## config.mk

```make
export PLATFORM = sky130hd
export DESIGN_NAME = timer_responder
export DESIGN_NICKNAME = d
export VERILOG_FILES = /design/src/rtl/timer_responder_pkg.sv /design/src/rtl/timer_responder_tick_prescaler.sv /design/src/rtl/timer_responder.sv
export SDC_FILE = /design/constraint.sdc
export NUM_CORES = 1
export LEC_CHECK = 0
export BUFFER_PORTS_ARGS = -buffer_cell sky130_fd_sc_hd__buf_2
export CORE_MARGIN = 3
export CORE_UTILIZATION = 40
export DETAILED_ROUTE_END_ITERATION = 12
export GPL_TIMING_DRIVEN = 0
export PLACE_DENSITY = 0.72
export SYNTH_ARGS = -nofsm -noshare
export SYNTH_HDL_FRONTEND = slang
export SYNTH_SLANG_ARGS = --single-unit
```

## constraint.sdc

```tcl
create_clock -name clk -period 2.55 [get_ports clk]
set_input_delay 0.1275 -clock clk [delete_from_list [all_inputs] [get_ports clk]]
set_output_delay 0.1275 -clock clk [all_outputs]
set_load 0.05 [all_outputs]
```

## src/rtl/timer_responder_pkg.sv

```systemverilog
// Shared constants for the memory-mapped countdown timer: register offsets,
// FSM state codes, mode codes and the PRESET byte-merge helper.
// Optional feature macro: TIMER_PRESCALE_EN (adds CTRL[7:4] prescale field).
package timer_responder_pkg;

    // Register offsets, decoded from addr[3:2]
    localparam logic [1:0] TIMER_CTRL   = 2'b00;
    localparam logic [1:0] TIMER_PRESET = 2'b01;
    localparam logic [1:0] TIMER_COUNT  = 2'b10;

    // FSM state codes
    typedef enum logic [1:0] {
        TIMER_IDLE = 2'b00,
        TIMER_LOAD = 2'b01,
        TIMER_CNT  = 2'b10,
        TIMER_INT  = 2'b11
    } timer_state_e;

    // CTRL.MODE codes; 2'b1x behaves as one-shot
    localparam logic [1:0] TIMER_ONESHOT = 2'b00;
    localparam logic [1:0] TIMER_RELOAD  = 2'b01;

    // Writable CTRL bits: EN/MODE/IM always, PS only with the prescaler built in
`ifdef TIMER_PRESCALE_EN
    localparam logic [7:0] CTRL_WMASK = 8'hFF;
`else
    localparam logic [7:0] CTRL_WMASK = 8'h0F;
`endif

    // Replace only the byte lanes whose enable is set
    function automatic logic [31:0] merge_bytes(input logic [31:0] old_val,
                                                input logic [31:0] new_val,
                                                input logic [3:0]  be);
        logic [31:0] merged;
        for (int i = 0; i < 4; i++) begin
            merged[8*i +: 8] = be[i] ? new_val[8*i +: 8] : old_val[8*i +: 8];
        end
        return merged;
    endfunction

endpackage

```

## src/rtl/timer_responder_tick_prescaler.sv

```systemverilog
// Free-running divider producing a one-cycle tick every 2^ps cycles.
// Restart clears the divider so the first tick after a reload is a full period.
// Only instantiated when TIMER_PRESCALE_EN is defined.
module tick_prescaler (
    input  logic       clk,
    input  logic       reset,
    input  logic       restart,
    input  logic [3:0] ps,
    output logic       tick
);

    logic [14:0] div_q;
    logic [14:0] mask;

    // Low ps bits all set marks the last cycle of each 2^ps period; ps=0 ticks always
    assign mask = ~(15'h7FFF << ps);
    assign tick = (div_q & mask) == mask;

    // Divider counter, cleared on restart
    always_ff @(posedge clk or negedge reset) begin
        if (!reset) begin
            div_q <= '0;
        end else if (restart) begin
            div_q <= '0;
        end else begin
            div_q <= div_q + 15'd1;
        end
    end

endmodule

```

## src/rtl/timer_responder.sv

```systemverilog
// Memory-mapped countdown timer on the CPU data bus with one interrupt line.
// CTRL/PRESET/COUNT registers, IDLE->LOAD->CNT->INT FSM, one-shot and
// auto-reload modes. Optional macro: TIMER_PRESCALE_EN (CTRL[7:4] prescaler).
module timer_responder
    import timer_responder_pkg::*;
#(
    parameter logic [31:0] RESET_PRESET = 32'd0
) (
    input  logic        clk,
    input  logic        reset,
    input  logic        sel,
    input  logic [31:0] addr,
    input  logic [3:0]  byteen,
    input  logic [31:0] wdata,
    output logic [31:0] rdata,
    output logic        irq
);

    timer_state_e state, next_state;
    logic [7:0]   ctrl_q;
    logic [31:0]  preset_q;
    logic [31:0]  count_q;
    logic         pending_q;

    logic         wr_en, ctrl_wr, preset_wr, force_idle;
    logic         en, im, is_reload, tick;
    logic [7:0]   ctrl_new;

    assign wr_en     = sel && (|byteen);
    assign ctrl_wr   = wr_en && (addr[3:2] == TIMER_CTRL);
    assign preset_wr = wr_en && (addr[3:2] == TIMER_PRESET);

    // CTRL lives entirely in byte lane 0
    assign ctrl_new   = byteen[0] ? (wdata[7:0] & CTRL_WMASK) : ctrl_q;
    // A CTRL write that clears EN overrides whatever the FSM was doing
    assign force_idle = ctrl_wr && byteen[0] && !wdata[0];

    assign en        = ctrl_q[0];
    assign im        = ctrl_q[3];
    assign is_reload = (ctrl_q[2:1] == TIMER_RELOAD);

`ifdef TIMER_PRESCALE_EN
    tick_prescaler u_prescaler (
        .clk     (clk),
        .reset   (reset),
        .restart (state == TIMER_LOAD),
        .ps      (ctrl_q[7:4]),
        .tick    (tick)
    );
`else
    assign tick = 1'b1;
`endif

    // Only addr[3:2] selects a register
    logic unused_addr_bits;
    assign unused_addr_bits = ^{addr[31:4], addr[1:0]};

    // State register
    // NOTE: sequential state uses non-blocking (<=) so every flop samples pre-edge values.
    always_ff @(posedge clk or negedge reset) begin
        if (!reset) begin
            state <= TIMER_IDLE;
        end else begin
            state <= next_state;
        end
    end

    // Next-state logic; a CTRL write with EN=0 forces IDLE from any state
    // NOTE: default assigned first so no path leaves next_state unassigned (no latch).
    always_comb begin
        next_state = state;
        case (state)
            TIMER_IDLE: if (en) next_state = TIMER_LOAD;
            TIMER_LOAD: next_state = TIMER_CNT;
            TIMER_CNT: begin
                if (!en)                next_state = TIMER_IDLE;
                else if (count_q == '0) next_state = TIMER_INT;
            end
            TIMER_INT:  next_state = is_reload ? TIMER_LOAD : TIMER_IDLE;
            default:    next_state = TIMER_IDLE;
        endcase
        if (force_idle) next_state = TIMER_IDLE;
    end

    // CTRL: bus write wins over the one-shot EN clear in INT
    always_ff @(posedge clk or negedge reset) begin
        if (!reset) begin
            ctrl_q <= '0;
        end else if (ctrl_wr) begin
            ctrl_q <= ctrl_new;
        end else if (state == TIMER_INT && !is_reload) begin
            ctrl_q[0] <= 1'b0;
        end
    end

    // PRESET: byte-merged write; only sampled by the counter in LOAD
    always_ff @(posedge clk or negedge reset) begin
        if (!reset) begin
            preset_q <= RESET_PRESET;
        end else if (preset_wr) begin
            preset_q <= merge_bytes(preset_q, wdata, byteen);
        end
    end

    // COUNT: load in LOAD, decrement only while staying in CNT (never below 0, frozen on exit)
    always_ff @(posedge clk or negedge reset) begin
        if (!reset) begin
            count_q <= '0;
        end else if (state == TIMER_LOAD) begin
            count_q <= preset_q;
        end else if (state == TIMER_CNT && next_state == TIMER_CNT && tick) begin
            count_q <= count_q - 32'd1;
        end
    end

    // One-shot pending flag: set on entry to INT, cleared by any CTRL/PRESET write
    always_ff @(posedge clk or negedge reset) begin
        if (!reset) begin
            pending_q <= 1'b0;
        end else if (ctrl_wr || preset_wr) begin
            pending_q <= 1'b0;
        end else if (state == TIMER_CNT && next_state == TIMER_INT && !is_reload) begin
            pending_q <= 1'b1;
        end
    end

    // Read mux, combinational from addr[3:2]
    always_comb begin
        rdata = '0;
        case (addr[3:2])
            TIMER_CTRL:   rdata = {24'd0, ctrl_q};
            TIMER_PRESET: rdata = preset_q;
            TIMER_COUNT:  rdata = count_q;
            default:      rdata = '0;
        endcase
    end

    assign irq = im && (pending_q || (state == TIMER_INT && is_reload));

endmodule

```

==> flow_results.org <==
** STA
- Final Hold Slack :: 0.01254 ns
- Sum of negative setup slack :: 0 ns
- For this run, the top clock speed supported by timing is 0.3984 GHz.
- Transition time of the tightest slew-check pin :: 0.9039 ns
- Clock tree skew after final layout :: 0.009304 ns
- Headroom to the max-slew limit came out at 39.74%.
- The hold violation count in the final report came to 0.
- The max-slew violation total from the final report came to 0.
- The worst path uses 98.44% of the clock period.
- Setup violations remaining at the end of the flow were counted as 0.
- Final setup margin :: 0.03966 ns
- Unrepaired setup endpoints after global routing :: yes
- Shortest clock period the worst path allows after layout :: 2.510 ns

** Yosys
- Counting distinct cell types in the post-synthesis netlist gives 55.
- Counting flops with an async set or reset pin after synthesis yields a share of 100.0%.
- Syn nets :: 454
- Yosys reg bits :: 71
- Yosys printed 0 warnings.
- Synth Flop Type :: sky130_fd_sc_hd__dfrtp_1
- Synthesized netlist cell count :: 382
- Sequential elements use 45.84% of the synthesized area.
- Summing every instance area after synthesis gives 0.003876 mm2.
- Count of flip-flops with a built-in enable after synthesis :: 0
- Synthesized area per cell :: 10.15 um2

** Route
- Average via count per standard cell :: 5.896
- First-pass iteration count of the detailed router :: 5
- Via count :: 3726
- Initial DRC Count :: 310
- For this block, the routed nets add up to 11720 um of wire.
- DRC errors left :: 0
- In this run the remaining antenna-violating nets after routing total 0.
- After detailed routing, the average wire length per cell comes to 18.55 um.

** Finish
- Leaving out fill and tap cells, the most frequent cell in the layout is sky130_fd_sc_hd__buf_2.
- Number of nets at the end of the flow :: 570
- Top library cells by usage in the layout, fill and taps aside :: sky130_fd_sc_hd__buf_2, sky130_fd_sc_hd__dfrtp_1, sky130_fd_sc_hd__mux2_2
- Synth-to-layout area growth :: 29.12%
- Fraction of layout cells with a size suffix above 1 :: 31.21%
- For this run, the number of standard cells in the final layout without fillers is 632.
- Cells fill 53.66% of the core in the end.
- Total inserted antenna cells :: 0
- After routing the design area is 0.005005 mm2.

** Die
- Total Die Area :: 0.01091 mm2
- Horizontal die dimension :: 104.4 um
- Core footprint :: 0.009328 mm2
- Core Rows :: 35
- In this run the count of I/O pins placed on the die edge is 104.
- Initial cell density of the core :: 41.56%
- In this run the vertical extent of the chip is 104.4 um.

** Placement
- Final GP Congestion :: 0.9174
- Place WS :: -0.3188 ns
- During placement, the flow inserted port buffers numbering 71.
- Dpl hpwl :: 8050 um
- Summing all placed instances gives a cell area of 0.004395 mm2.
- Placed cells :: 582

** Clock network
- The tree is rooted in a sky130_fd_sc_hd__clkbuf_8.
- After clock tree synthesis, the clock-pin slew on the worst setup and hold paths is 0.08 ns.
- CTS saw 71 sinks.
- Maximum level of the CTS H-tree :: 3
- TritonCTS clock tree :: built
- The number of clock buffers added by TritonCTS is 9.
- The clock reaches the later pin of the worst-skew pair after 0.36 ns.
- Maximum number of buffers from clock root to sink :: 2

** Min path
- Worst min-delay path endpoint :: preset_q[9]
- Min-delay src :: wdata[9]
- Counting instances, the worst hold path has a depth of 2.
- Type of the tightest min-delay check :: in2reg

** Outcome
- The run finished with clean final reports.

** GRT
- Antenna violations before repair :: 0
- First-pass GRT wire length :: 19130 um
- Number of global-route vias before repair :: 3629
- GRT Total Usage :: 21.94%
- Entering global routing, the biggest net connects 72 pins.
- Global routing finished with a remaining overflow of 0.

** Worst setup path
- Worst Reg-to-Reg Cells :: 7
- Critical path required time :: 2.78 ns
- Worst reg2reg endpoint :: count_q[12]
- The setup check on the worst reg-to-reg path leaves a slack of 0.04 ns.
- The worst register-to-register path begins at count_q[19].
- Data arrives at the worst endpoint at 2.74 ns.
- Worst Path Class, Setup :: reg2reg
- Crit path launch type :: register
- The worst setup path is captured at a register.
- Worst-path fanout max :: 10
- The most critical setup path has its startpoint at count_q[19].

** Power
- Total power for the finished layout comes to 4.954 mW.
- Power density over the cells :: 989.8 mW/mm2
- Leakage power summed over all cells :: 2.172 nW
- Max IR drop VDD :: 0.0003649 V

** Run
- Number of maximum-capacitance constraint violations :: 0
## layout make-up
class	count	area, um2
clock buffer	12	145.1
clock inverter	4	45.04
inverter	4	15.01
tap	129	161.4
fill	870	4323
multi-input combinational	284	2064
timing repair buffer	105	683.2
buffer	23	111.4
sequential	71	1779
## kinds of logic (layout without fill, tap and decap cells)
group	after synthesis	in the layout	share of synthesized area [%]
muxes	39	39	11.20
and+or+nand+nor	137	137	19.11
adders and majority gates	1	1	0.3227
DFF	71	71	45.84
AOI/OAI and AO/OA	106	106	20.43
buffers and inverters	27	148	2.873
xor gates and xnor gates	1	1	0.2260
## cell usage after synthesis (5+ instances only)
cell | n | share of area, %
sky130_fd_sc_hd__a21oi_1 | 8 | 1.0
sky130_fd_sc_hd__a221o_1 | 7 | 1.8
sky130_fd_sc_hd__a22o_1 | 28 | 6.3
sky130_fd_sc_hd__buf_2 | 5 | 0.65
sky130_fd_sc_hd__clkbuf_1 | 16 | 1.5
sky130_fd_sc_hd__dfrtp_1 | 71 | 46
sky130_fd_sc_hd__mux2_2 | 35 | 10
sky130_fd_sc_hd__nand2_1 | 31 | 3.0
sky130_fd_sc_hd__nand2b_1 | 5 | 0.81
sky130_fd_sc_hd__nand3_1 | 15 | 1.9
sky130_fd_sc_hd__nand4_1 | 5 | 0.81
sky130_fd_sc_hd__nor2_1 | 17 | 1.6
sky130_fd_sc_hd__nor2b_1 | 7 | 1.1
sky130_fd_sc_hd__nor3_1 | 15 | 1.9
sky130_fd_sc_hd__nor4_1 | 8 | 1.3
sky130_fd_sc_hd__o21ai_0 | 24 | 3.1
sky130_fd_sc_hd__o311ai_0 | 6 | 1.4
sky130_fd_sc_hd__or3_1 | 10 | 1.6
sky130_fd_sc_hd__or4_1 | 5 | 0.97
## per-layer routing
layer / part of all wire (%) / track usage, % / up-vias
met3: 8.1 / 5.711 / 33
met5: 0 / 0 / -
met2: 46 / 33.03 / 161
met1: 44 / 30.79 / 1827
met4: 2.4 / 7.028 / 0
li1: - / - / 1705
## where the power goes
group / internal, mW / leakage [nW] / total (mW) / switching [mW]
Combinational: 0.812 / 1.21 / 2.04 / 1.23
Sequential: 1.51 / 0.866 / 2.01 / 0.503
Clock: 0.474 / 0.100 / 0.900 / 0.425
## worst max-delay path by stage
stage                  endpoint  slack (ns)
floorplan           count_q[21]        0.26
global placement    count_q[11]       -0.29
CTS                 count_q[22]        0.01
detailed placement  count_q[11]       -0.32
finish              count_q[12]        0.04
global route        count_q[21]       -0.04
## sequential cells by signal, indices dropped and copies added (netlist names)
name,flops
pending_q,1
count_q,32
state,2
preset_q,32
ctrl_q,4
## critical path, stage by stage (launching register included)
cell	delay, ns
sky130_fd_sc_hd__dfrtp_2	0.48
sky130_fd_sc_hd__or4_4	0.58
sky130_fd_sc_hd__nor3_4	0.17
sky130_fd_sc_hd__nand4_1	0.26
sky130_fd_sc_hd__nand2_2	0.26
sky130_fd_sc_hd__buf_2	0.29
sky130_fd_sc_hd__nor3_1	0.08
sky130_fd_sc_hd__a221o_1	0.27
## what timing repair did
action	4_1_cts	5_1_grt
gates resized for setup	7	20
buffers inserted	2	4
hold buffers	28	0
setup endpoints to repair	24	31
endpoints found under the hold margin	98	0
pin swaps	0	1
Power figures use the tool's default switching activity.
